File: config.mk
export PLATFORM = sky130hd
export DESIGN_NAME = ram_arbiter
export DESIGN_NICKNAME = d
export VERILOG_FILES = /design/src/rtl/ram_arb_pkg.sv /design/src/rtl/ram_arb_select.sv /design/src/rtl/ram_arbiter.sv
export SDC_FILE = /design/constraint.sdc
export NUM_CORES = 1
export LEC_CHECK = 0
export BUFFER_PORTS_ARGS = -buffer_cell sky130_fd_sc_hd__buf_2
export CORE_ASPECT_RATIO = 1.2
export CORE_MARGIN = 1.5
export CORE_UTILIZATION = 46
export DETAILED_ROUTE_END_ITERATION = 8
export PLACE_DENSITY = 0.9
export SYNTH_ARGS = -nofsm -noshare
export SYNTH_HDL_FRONTEND = slang
export SYNTH_SLANG_ARGS = --single-unit
export TNS_END_PERCENT = 30
File: constraint.sdc
create_clock -name clk -period 4.86 [get_ports clk]
set_input_delay 0.972 -clock clk [delete_from_list [all_inputs] [get_ports clk]]
set_output_delay 0.972 -clock clk [all_outputs]
set_load 0.02 [all_outputs]
File: src/rtl/ram_arb_pkg.sv
// Shared types and constants for the data-RAM arbiter.
package ram_arb_pkg;

  // Default widths for a 4096 x 32 data RAM.
  localparam int DEF_ADDR_W = 12;
  localparam int DEF_DATA_W = 32;

  // Requester indices.
  localparam logic PORT_CORE = 1'b0;
  localparam logic PORT_DMA  = 1'b1;

  // Command held in the one-cycle RAM access stage.
  // Field widths come from the package defaults; the top-level
  // ADDR_W/DATA_W parameters must stay equal to them.
  typedef struct packed {
    logic                  valid;
    logic                  we;
    logic [DEF_ADDR_W-1:0] addr;
    logic [DEF_DATA_W-1:0] wdata;
    logic                  src;
  } ram_cmd_t;

endpackage

File: src/rtl/ram_arb_select.sv
// Grant selection between the core (priority) and the DMA port, with a
// counter that limits how long the DMA port can be starved.
module ram_arb_select
  import ram_arb_pkg::*;
#(
  parameter int unsigned MAX_CONSEC = 4
) (
  input  logic clk,
  input  logic rst,
  input  logic m0_req,
  input  logic m1_req,
  output logic m0_gnt,
  output logic m1_gnt
);

  localparam logic [3:0] MAX_CNT = 4'(MAX_CONSEC);

  // Consecutive core grants taken while the DMA port was waiting.
  logic [3:0] consec_cnt;

  // Core wins unless the DMA port has already waited MAX_CONSEC grants.
  always_comb begin
    m0_gnt = m0_req && !(m1_req && (consec_cnt == MAX_CNT));
    m1_gnt = m1_req && !m0_gnt;
  end

  // Count core grants while DMA waits; clear once DMA is served or idle.
  always_ff @(posedge clk or posedge rst) begin
    if (rst) begin
      consec_cnt <= '0;
    end else if (!m1_req || m1_gnt) begin
      consec_cnt <= '0;
    end else if (m0_gnt && (consec_cnt != MAX_CNT)) begin
      consec_cnt <= consec_cnt + 4'd1;
    end
  end

endmodule

File: src/rtl/ram_arbiter.sv
// Two-port arbiter and sequencer for the single-port data RAM. A granted
// command is registered into an access stage that drives the RAM for one
// cycle; read data returns to the issuing port one cycle later.
//
// Handshake: a requester holds req/we/addr/wdata stable until it sees gnt;
// the command is accepted in the cycle where req & gnt. gnt is
// combinational and at most one gnt is high per cycle. There is no other
// backpressure. Read data comes back with a one-cycle rvalid pulse two
// cycles after acceptance; writes produce no response.
module ram_arbiter
  import ram_arb_pkg::*;
#(
  parameter int          ADDR_W     = DEF_ADDR_W,
  parameter int          DATA_W     = DEF_DATA_W,
  parameter int unsigned MAX_CONSEC = 4
) (
  input  logic              clk,
  input  logic              rst,
  input  logic              m0_req,
  input  logic              m0_we,
  input  logic [ADDR_W-1:0] m0_addr,
  input  logic [DATA_W-1:0] m0_wdata,
  output logic              m0_gnt,
  output logic              m0_rvalid,
  output logic [DATA_W-1:0] m0_rdata,
  input  logic              m1_req,
  input  logic              m1_we,
  input  logic [ADDR_W-1:0] m1_addr,
  input  logic [DATA_W-1:0] m1_wdata,
  output logic              m1_gnt,
  output logic              m1_rvalid,
  output logic [DATA_W-1:0] m1_rdata,
  output logic [ADDR_W-1:0] ram_address,
  output logic [DATA_W-1:0] ram_data_in,
  output logic              ram_store,
  output logic              ram_load,
  input  logic [DATA_W-1:0] ram_data_out
);

  ram_cmd_t cmd_d;
  ram_cmd_t cmd_q;

  ram_arb_select #(
    .MAX_CONSEC(MAX_CONSEC)
  ) u_select (
    .clk    (clk),
    .rst    (rst),
    .m0_req (m0_req),
    .m1_req (m1_req),
    .m0_gnt (m0_gnt),
    .m1_gnt (m1_gnt)
  );

  // Build the access-stage command from whichever port was granted.
  always_comb begin
    cmd_d = '0;
    if (m0_gnt) begin
      cmd_d.valid = 1'b1;
      cmd_d.we    = m0_we;
      cmd_d.addr  = m0_addr;
      cmd_d.wdata = m0_wdata;
      cmd_d.src   = PORT_CORE;
    end else if (m1_gnt) begin
      cmd_d.valid = 1'b1;
      cmd_d.we    = m1_we;
      cmd_d.addr  = m1_addr;
      cmd_d.wdata = m1_wdata;
      cmd_d.src   = PORT_DMA;
    end
  end

  // Access stage register; async clear abandons any in-flight access.
  always_ff @(posedge clk or posedge rst) begin
    if (rst) begin
      cmd_q <= '0;
    end else begin
      cmd_q <= cmd_d;
    end
  end

  // Drive the RAM only while the access stage holds a command.
  always_comb begin
    ram_address = '0;
    ram_data_in = '0;
    ram_store   = 1'b0;
    ram_load    = 1'b0;
    if (cmd_q.valid) begin
      ram_address = cmd_q.addr;
      ram_data_in = cmd_q.wdata;
      ram_store   = cmd_q.we;
      ram_load    = !cmd_q.we;
    end
  end

  // Capture read data at the end of the access cycle for the issuing port.
  always_ff @(posedge clk or posedge rst) begin
    if (rst) begin
      m0_rvalid <= 1'b0;
      m1_rvalid <= 1'b0;
      m0_rdata  <= '0;
      m1_rdata  <= '0;
    end else begin
      m0_rvalid <= 1'b0;
      m1_rvalid <= 1'b0;
      if (cmd_q.valid && !cmd_q.we) begin
        if (cmd_q.src == PORT_DMA) begin
          m1_rvalid <= 1'b1;
          m1_rdata  <= ram_data_out;
        end else begin
          m0_rvalid <= 1'b1;
          m0_rdata  <= ram_data_out;
        end
      end
    end
  end

endmodule

; ---- Yosys cells after proc, flatten, opt, wreduce, memory -nomap -nowiden
; Cells that the tools add are included.
; W data, S select, Z words.
[word_totals]
regBits = 117
elab_cells = 39
inputBits = 126
out_inout_bits = 114
[op_classes]
bitwise_logic = 1
n_mux = 12
add_sub_neg = 1
eq_ne = 2
reduce_logical = 13
[op_table]
columns = cell, n
row1 = $mux W47, 2
row2 = $mux W32, 1
row3 = $mux W12, 1
row4 = $mux W4, 2
row5 = $mux W1, 6
row6 = $logic_and A1 B1 Y1, 5
row7 = $add A4 B1 Y4 const B, 1
row8 = $eq A4 B3 Y1 const B, 1
row9 = $logic_not A1 Y1, 4
row10 = $ne A4 B3 Y1 const B, 1
row11 = $reduce_and A2 Y1, 2
row12 = $reduce_bool A2 Y1, 1
row13 = $logic_or A1 B1 Y1, 1
row14 = $not A1 Y1, 1

; ---- Logic depth before layout (Yosys ltp)
; Gate-level depths: netlist (run 1).
[logic_depth]
word_depth = 8
depth_mapped = 7
mapped_depth_nobuf = 5

; ---- Modules after synthesis
; Synthesis (run 1) repeated with hierarchy kept, for this count alone.
[hier_totals]
cells_unflattened = 319
hier_area_um2 = 4604.4
[modules_own_cells]
columns = module, area_each_um2, seq_area_each_um2, cells_each, instances
row1 = ram_arbiter, 4393.0, 2827.7, 297, 1
row2 = ram_arb_select, 211.5, 100.1, 22, 1

; ---- Worst setup path before layout (run 1)
; No wires, ideal clock.
[synth_path]
path_kind = in2out
startpoint = input port m1_req
endpoint = output port m1_gnt
stages = 5
t_required_ns = 3.888
path_buffers = 2
slack_ns = 2.002
t_arrival_ns = 1.886
cell_sequence = buf_4 -> nand4b_4 -> and2_1 -> buf_2 -> nor2b_1
[synth_via]
elab_chain_len = 5
[synth_lines]
columns = element, line
row1 = from (decl), ram_arbiter.sv:26  ; input logic m1_req,
row2 = $logic_and A1 B1 Y1, ram_arb_select.sv:23  ; m0_gnt = m0_req && !(m1_req && (consec_cnt == MAX_CNT));
row3 = $logic_not A1 Y1, ram_arb_select.sv:23
row4 = $logic_and A1 B1 Y1, ram_arb_select.sv:23
row5 = $logic_not A1 Y1, ram_arb_select.sv:24  ; m1_gnt = m1_req && !m0_gnt;
row6 = $logic_and A1 B1 Y1 *, ram_arb_select.sv:24
row7 = to (decl), ram_arbiter.sv:30  ; output logic m1_gnt,
; Every way passes the cells marked *; elsewhere a longest branch is shown, timed or not.

; ---- Worst setup path in the final report (run 1)
; Same ends and word-level chain as after synthesis.

==> results of run 1 <==
logic make-up (layout without fill, tap and decap cells):
logic type,after synthesis,after routing,synth area share [%]
AOI/OAI and AO/OA,45,45,4.53
adders and majority gates,2,2,0.503
DFF,117,117,58.9
xor gates and xnor gates,2,2,0.352
muxes,64,64,15.9
buffers and inverters,37,278,3.97
and+or+nand+nor,148,148,15.8
stage by stage:
| stage | instance area [um^2] | cells | setup WS [ns] |
|---|---|---|---|
| after floorplan | 4970 | 415 | 0.787 |
| after global placement | 6180 | 754 | 1.44 |
| after detailed placement | 6180 | 754 | 1.36 |
| after CTS | 6750 | 785 | 1.34 |
| after global routing | 6750 | 785 | 1.16 |
| final | 6750 | 785 | 1.34 |
final timing paths:
path / cells after the start / end / from / slack, ns
max: 5 / m1_gnt / m1_req / 1.34
min: 2 / m0_rdata[21] / rst / 0.44
max reg2reg: 3 / m0_rdata[21] / cmd_q[46] / 1.97
min reg2reg: 1 / m1_rdata[19] / m1_rdata[19] / 0.50
max in group asynchronous: 3 / m1_rdata[7] / rst / 3.51
min in group clk: 1 / m1_rdata[19] / m1_rdata[19] / 0.50
Yosys cell counts:
cell type	n	area, um^2
nand2_2	1	6.26
xor2_1	1	8.76
nand4b_4	1	23.8
mux2_2	45	507
xnor2_1	1	8.76
nor2b_1	2	12.5
buf_6	6	67.6
inv_1	4	15.0
nor2b_4	2	27.5
dfrtp_1	117	2930
and2_1	46	288
clkbuf_1	18	67.6
nand3_1	46	230
mux2_4	19	285
nand2_1	45	169
ha_1	2	25.0
buf_4	1	7.51
buf_2	8	40.0
or2_2	1	6.26
o21ai_1	45	225
and3_1	4	25.0
where the power goes:
group	leakage, uW	internal, uW	switching (uW)
clock	0.000264	748	438
sequential	0.00141	1110	67.5
combinational	0.00181	266	362
total	0.00348	2120	868
routing by layer:
layer  part of all wire [%]  up-vias  GRT usage (%)
met5                      0        -              0
met4                    1.3        0           8.19
met3                    7.4       15           7.54
met2                     51      186           37.1
met1                     41     1918           26.3
li1                       -     1853              -
final cells by class:
type / instances / share of cell area [%]
clock inverter: 13 / 2.00
multi-input combinational: 261 / 27.4
inverter: 4 / 0.260
timing repair buffer: 243 / 18.2
clock buffer: 18 / 6.36
tap: 129 / 2.39
sequential: 117 / 43.4
worst max-delay path, stage by stage:
cell and delay, ns:
buf_2 0.11, nand4b_4 0.51, and2_2 0.59, nor2b_1 0.17, buf_2 0.18
state kept, by name (all words and copies together), names as in the netlist:
register / cells
m1_rdata: 32
m0_rdata: 32
m1_rvalid: 1
m0_rvalid: 1
u_select.consec_cnt: 4
cmd_q: 47
==> out/results.txt, run 1 <==
outcome -> finished clean
final setup fails -> 0
Setup Buffers After CTS -> 0
routed len/inst -> 16.0 um
Min Hold Slack -> 0.436 ns
CTS Buffer Depth -> 2
routed wire length -> 12,600 um
H-tree levels -> 4
fmax -> 284 MHz
Multi-input gate area -> 1850 um^2
initial antenna violation count -> 0
GP Congestion -> 0.872
PD cells -> 444 nW/um^2
Num CTS Buffers -> 17
port buffer count -> 239
drt first pass iters -> 4
I/O pin total -> 240
worst slew pin tran -> 1.18 ns
clk_lat worst skew -> 0.40 ns
nets -> 772
Cell Rows -> 41
sequential standard cell area -> 2930 um^2
worst hold-check path type -> in2async
Net Count, Synth -> 543
Hold Fails Final Rpt -> 0
core footprint -> 10,500 um^2
Die Ht -> 117 um
overall power -> 2990 uW
Filler cells -> 789
CP max FO -> 46
unrepaired setup endpoints after global routing -> false
CP startpoint kind -> input pin
final slew viol count -> 0
Crit Path Class -> in2out
Initial Utilization -> 47.3%
DP Wirelength -> 8920 um
mapped cell area -> 4970 um^2
DIE WIDTH -> 97.9 um
layout cell share with drive strength beyond 1 -> 52.4%
CP arrival -> 2.55 ns
Via-to-Cell Ratio -> 5.06
post-route setup TNS -> 0 ns
clock skew -> 0.00429 ns
Synth Instances -> 415
Tcrit/Tclk final -> 72.4%
yosys warns -> 0
Worst VDD drop -> 208 uV
DR iter-0 viols -> 206
CTS tree -> yes
most frequent cells in the layout -> buf_2, dfrtp_1, nand3_1
static leakage -> 0.00348 uW
post-synthesis sequential area ratio -> 58.9%
vias in the first global route -> 3,957
distinct cell type count after synthesis -> 21
Root Buffer Master -> clkbuf_16
post-cts gate resize count -> 0
clock-pin slew on the worst setup and hold paths -> 0.05 ns
Seq cells post-synth -> 117
Worst Setup End Kind -> primary output
Die ar. -> 11,400 um^2
average cell area after synthesis -> 12.0 um^2
drc violations -> 0
Finished Core Util -> 64.2%
max-cap violation count -> 0
commonest non-fill, non-tap cell in the layout -> buf_2
GR Util All Layers -> 22.0%
number of diodes -> 0
Critical Path RT -> 3.89 ns
first-pass GRT wire length -> 19,500 um
worst relative slew slack -> 21.1%
antenna viol nets, final -> 0
total grt overflow -> 0
largest net degree at the start of global routing -> 63
Tmin final -> 3.52 ns
Hold Buf Count CTS -> 0
clk sinks -> 117
DR vias -> 3,972
Area Growth Syn to Fin -> 35.6%
Note: power is estimated with default switching activity, not from simulation.
==> run 2: changes to the inputs <==
- ABC_AREA: unset -> 1
- CORE_UTILIZATION: 46 -> 42
- PLACE_DENSITY: 0.9 -> 0.86
- clock period: 4.86 -> 2.9 ns (I/O delays scaled with it)
==> run 2 against run 1 <==
Net effect:
- utilization down 6.4 points
- total power rose by 68%
- via count is 14% higher
- sequential share of layout area is 1.3 points lower
- die area rose by 14%
- final cell count up 24%
- combinational power is 66% higher
- critical path type is now reg2out
- largest cell class unchanged
==> out/results.txt, run 2 <==
outcome -> finished clean
post-route insts no fill -> 974
post-synth top area share -> 56.6%
H-tree levels -> 4
clk sinks -> 117
DR vias -> 4,517
kind of cell adding the most delay to the critical path -> buffers and inverters
Num CTS Buffers -> 17
routed len/inst -> 13.1 um
CP arrival -> 1.67 ns
distinct cell type count after synthesis -> 18
reg2reg path depth -> 7
Hold Buf Count CTS -> 0
r2r startpoint -> cmd_q[46]
Initial Utilization -> 42.9%
mapped cell area -> 5180 um^2
vias in the first global route -> 4,362
total grt overflow -> 0
Worst Hold Launch -> m1_wdata[9]
CP bufs+invs -> 3
post-synthesis sequential area ratio -> 56.6%
worst relative slew slack -> 46.3%
Hold Fails Final Rpt -> 0
Tmin final -> 2.25 ns
Area Growth Syn to Fin -> 34.5%
drt first pass iters -> 4
routed wire length -> 12,800 um
Net Count, Synth -> 701
clk_lat worst skew -> 0.40 ns
reg2reg end -> m0_rdata[7]
layout cell share with drive strength beyond 1 -> 40.2%
FF-to-FF setup slack -> 1.07 ns
Synth Instances -> 573
dominant cell by count in the synthesized netlist -> nand2_1
Slowest-stage cell, CP -> dfrtp_1
drc violations -> 0
clock-pin slew on the worst setup and hold paths -> 0.06 ns
fmax -> 445 MHz
average cell area after synthesis -> 9.03 um^2
Die Ht -> 125 um
crit path cell chain -> buf_4 > nand2_1 > inv_1 > buf_2
Placed Cells -> 944
GP Congestion -> 0.859
CTS tree -> yes
nets -> 930
DIE WIDTH -> 104 um
Cell Rows -> 44
Setup Buffers After CTS -> 0
unrepaired setup endpoints after global routing -> false
Top FF cell, synth -> dfrtp_1
list of most frequent post-synthesis cells -> nand2_1, dfrtp_1, nand3_1, inv_1, o21ai_2
port buffer count -> 239
max-cap violation count -> 0
worst slew pin tran -> 0.805 ns
Critical Path RT -> 2.32 ns
CP max FO -> 29
static leakage -> 0.00418 uW
antenna viol nets, final -> 0
max reg flops -> 47
Worst Hold Endpoint -> cmd_q[10]
largest net degree at the start of global routing -> 66
yosys warns -> 0
CTS Buffer Depth -> 2
Tcrit/Tclk final -> 77.5%
post-route setup TNS -> 0 ns
post-cts gate resize count -> 0
CP max stage delay -> 0.53 ns
CP startpoint kind -> flip-flop
Worst Setup SP -> cmd_q[46]
PD cells -> 721 nW/um^2
initial antenna violation count -> 0
first-pass GRT wire length -> 21,100 um
number of diodes -> 0
largest registers -> cmd_q x47, m0_rdata x32, m1_rdata x32
Worst Setup End Kind -> primary output
DP Wirelength -> 9300 um
DR iter-0 viols -> 159
most frequent cells in the layout -> buf_2, nand2_1, dfrtp_1
Seq cells post-synth -> 117
Die ar. -> 13,000 um^2
dominant cells by area after synthesis -> dfrtp_1, nand2_1, nand3_1, o21ai_2, inv_1
Crit Path Class -> reg2out
Root Buffer Master -> clkbuf_16
commonest non-fill, non-tap cell in the layout -> buf_2
Largest Register -> cmd_q
core footprint -> 12,100 um^2
asr flop ratio synth -> 100%
final slew viol count -> 0
EDFF count, synth -> 0
final setup fails -> 0
Worst VDD drop -> 351 uV
I/O pin total -> 240
hold depth -> 3
area leader, netlist -> dfrtp_1
clock skew -> 0.0106 ns
GR Util All Layers -> 20.6%
worst hold-check path type -> in2reg
Via-to-Cell Ratio -> 4.64
-- run 2: metal layers --
metal / routed length [um] / share of wire (%) / vias to the layer above / track usage, %
li1: - / - / 2233 / -
met5: 0 / 0 / - / 0
met3: 802 / 6.3 / 15 / 4.50
met2: 6360 / 50 / 189 / 34.4
met1: 5410 / 42 / 2080 / 26.2
met4: 195 / 1.5 / 0 / 7.43
-- run 2: power breakdown --
| part | total (uW) | internal, uW | leakage, uW | switching, uW |
|---|---|---|---|---|
| clock | 2010 | 1320 | 0.000274 | 694 |
| combinational | 1040 | 367 | 0.00246 | 677 |
| sequential | 1960 | 1850 | 0.00145 | 106 |
| total | 5020 | 3540 | 0.00418 | 1480 |
-- run 2: final cells by class --
cell class,instances,area (um^2)
fill,1069,5090
sequential,117,2930
multi-input combinational,328,1640
timing repair buffer,249,1280
clock buffer,22,474
inverter,89,338
tap,161,201
clock inverter,8,101
-- run 2: kinds of logic (layout without fill, tap and decap cells) --
kind of cell | Yosys count | after routing | synth area share, %
AO/OA/AOI/OAI | 64 | 64 | 9.45
XOR/XNOR | 2 | 2 | 0.338
buffers and inverters | 128 | 368 | 11.8
adder cells (fa/ha/maj) | 2 | 2 | 0.483
AND/OR/NAND/NOR | 260 | 260 | 21.3
flip-flops | 117 | 117 | 56.6
-- run 2: worst max-delay path by stage --
| stage | end | slack, ns | cells past startpoint |
|---|---|---|---|
| floorplan | cmd_q[0] | 0.89 | 1 |
| global placement | m1_gnt | 0.99 | 8 |
| detailed placement | m1_gnt | 0.99 | 8 |
| CTS | ram_data_in[28] | 0.63 | 4 |
| global route | ram_data_in[16] | 0.55 | 4 |
| finish | ram_data_in[28] | 0.65 | 4 |
-- run 2: worst register-to-register path, delay by kind of cell, from the launching register on --
kind | cells | cell delay, ns
AO/OA/AOI/OAI | 1 | 0.12
flip-flops | 1 | 0.49
AND/OR/NAND/NOR | 3 | 0.27
buffers and inverters | 3 | 0.87
-- run 2: metrics by stage --
| step | hold slack [ns] | setup WS (ns) | area [um^2] | util (%) | total power [uW] |
|---|---|---|---|---|---|
| after floorplan | 0.454 | 0.893 | 5180 | - | 2660 |
| after global placement | 0.459 | 0.987 | 6390 | 53.0 | 3010 |
| after detailed placement | 0.462 | 0.988 | 6390 | 53.0 | 3040 |
| after CTS | 0.390 | 0.631 | 6960 | 57.7 | 5080 |
| after global routing | 0.395 | 0.546 | 6960 | 57.7 | 5280 |
| final | 0.404 | 0.654 | 6960 | 57.7 | 5020 |
==> run 3: changes to the inputs <==
- clock period: 2.9 -> 1.8 ns (I/O delays scaled with it)
==> run 3 against run 2 <==
Net effect:
- the flow now finishes with violations (negative setup slack)
- total power grew 68%
- cell area grew 3.2%
- register-to-register slack lost 0.87 ns
- hold slack lost 0.33 ns
- critical path depth grew 5
- highest routed layer unchanged
==> out/results.txt, run 3 (same netlist as run 2, synthesis figures left out) <==
Tmin final -> 1.93 ns
Crit Path Class -> reg2out
CTS tree -> yes
overall power -> 8410 uW
Clock power frac -> 42.0%
nets -> 938
DIE WIDTH -> 104 um
largest registers -> cmd_q x47, m0_rdata x32, m1_rdata x32
core footprint -> 12,100 um^2
total grt overflow -> 0
worst setup margin -> -0.125 ns
sequential share of power -> 37.4%
Worst VDD drop -> 629 uV
max-cap violation count -> 0
layout cell share with drive strength beyond 1 -> 41.8%
CP max FO -> 3
Area Growth Syn to Fin -> 38.8%
Initial Utilization -> 42.9%
antenna viol nets, final -> 0
Critical Path RT -> 1.44 ns
Die ar. -> 13,000 um^2
worst hold-check path type -> in2async
clk sinks -> 117
drc violations -> 0
Largest Register -> cmd_q
clk_lat worst skew -> 0.40 ns
DR iter-0 viols -> 157
Comb power frac -> 20.6%
CP startpoint kind -> flip-flop
initial antenna violation count -> 0
outcome -> complete, but fails checks
number of diodes -> 0
clock-pin slew on the worst setup and hold paths -> 0.05 ns
failing checks -> negative setup slack
static leakage -> 0.00428 uW
routed len/inst -> 12.9 um
first-pass GRT wire length -> 20,700 um
fmax -> 519 MHz
Via-to-Cell Ratio -> 4.64
H-tree levels -> 4
GR Util All Layers -> 20.2%
routed wire length -> 12,700 um
DP Wirelength -> 9110 um
Num CTS Buffers -> 17
DR vias -> 4,563
max reg flops -> 47
most frequent cells in the layout -> buf_2, nand2_1, dfrtp_1
final setup fails -> 2
unrepaired setup endpoints after global routing -> true
Hold Buf Count CTS -> 0
Root Buffer Master -> clkbuf_16
commonest non-fill, non-tap cell in the layout -> buf_2
worst slew pin tran -> 0.468 ns
vias in the first global route -> 4,234
worst relative slew slack -> 68.8%
PD cells -> 1170 nW/um^2
GP Congestion -> 0.775
Sw Ratio -> 28.5%
post-route insts no fill -> 983
Tcrit/Tclk final -> 107%
Placed Cells -> 946
final slew viol count -> 0
largest net degree at the start of global routing -> 66
CP arrival -> 1.57 ns
drt first pass iters -> 4
total net switching power -> 2390 uW
port buffer count -> 239
Cell Rows -> 44
CTS Buffer Depth -> 2
Worst Setup End Kind -> primary output
Die Ht -> 125 um
Hold Fails Final Rpt -> 0
I/O pin total -> 240
clock skew -> 0.00717 ns
Int Pwr -> 6020 uW
## run 3: cell count changes in the layout (fill, tap and decap cells not counted), sizes merged
cell	delta
clkinvlp	-1
bufinv	+2
buf	+8
## run 3: layout make-up
cell class	instances	area (um^2)
Clock buffer	22	474
Sequential cell	117	2930
Timing Repair Buffer	257	1440
Tap cell	161	201
Clock inverter	9	150
Fill cell	1044	4870
Inverter	89	340
Multi-Input combinational cell	328	1660
## run 3: power by group through the flow
stage | Sequential [uW] | Combinational (uW) | Clock [uW]
4_1_cts | 3150 | 1740 | 3610
3_3_place_gp | 3180 | 1700 | 0
5_1_grt | 3190 | 1890 | 3750
6_report | 3150 | 1730 | 3540
2_1_floorplan | 3520 | 758 | 0
3_5_place_dp | 3190 | 1730 | 0
## run 3: final timing paths
path,start,endpoint,slack [ns],cells past startpoint
worst max-delay path,u_select.consec_cnt[0],m0_gnt,-0.13,9
worst min-delay path,rst,cmd_q[0],0.07,3
worst max register to register,u_select.consec_cnt[0],u_select.consec_cnt[3],0.20,10
worst min register to register,m1_rdata[14],m1_rdata[14],0.47,2
max in group asynchronous,rst,m1_rdata[9],1.46,3
min in group clk,m1_wdata[9],cmd_q[10],0.18,3
## run 3: metrics by stage
stage	hold slack [ns]	setup WS, ns	setup TNS, ns	cell area, um^2	util [%]
global placement	0.459	0.201	0	6460	53.6
finish	0.0707	-0.125	-0.239	7190	59.6
CTS	0.0647	-0.175	-0.338	7140	59.2
global route	0.0968	-0.211	-0.418	7190	59.6
detailed placement	0.462	0.145	0	6460	53.6
floorplan	0.454	0.0126	0	5180	-
## run 3: metal layers
| layer | wire length [um] | global-route usage [%] | vias to the layer above |
|---|---|---|---|
| li1 | - | - | 2253 |
| met1 | 5290 | 25.2 | 2083 |
| met2 | 6300 | 33.8 | 204 |
| met3 | 831 | 4.87 | 23 |
| met4 | 240 | 7.76 | 0 |
| met5 | 0 | 0 | - |
## run 3: timing repair
| item | in CTS | in global routing |
|---|---|---|
| buffers inserted | 5 | 1 |
| gates cloned | 0 | 0 |
| resized for setup | 7 | 12 |
| endpoints found under the hold margin | 0 | 0 |
| pin swaps | 2 | 2 |
| setup endpoints to repair | 13 | 6 |
## run 3: critical path: stages (launching register included)
cell and delay, ns:
dfrtp_1 0.39, inv_1 0.07, ha_2 0.16, nand2_2 0.05, inv_2 0.05, nand2_2 0.07
nand2_4 0.09, inv_4 0.05, buf_6 0.11, buf_6 0.12
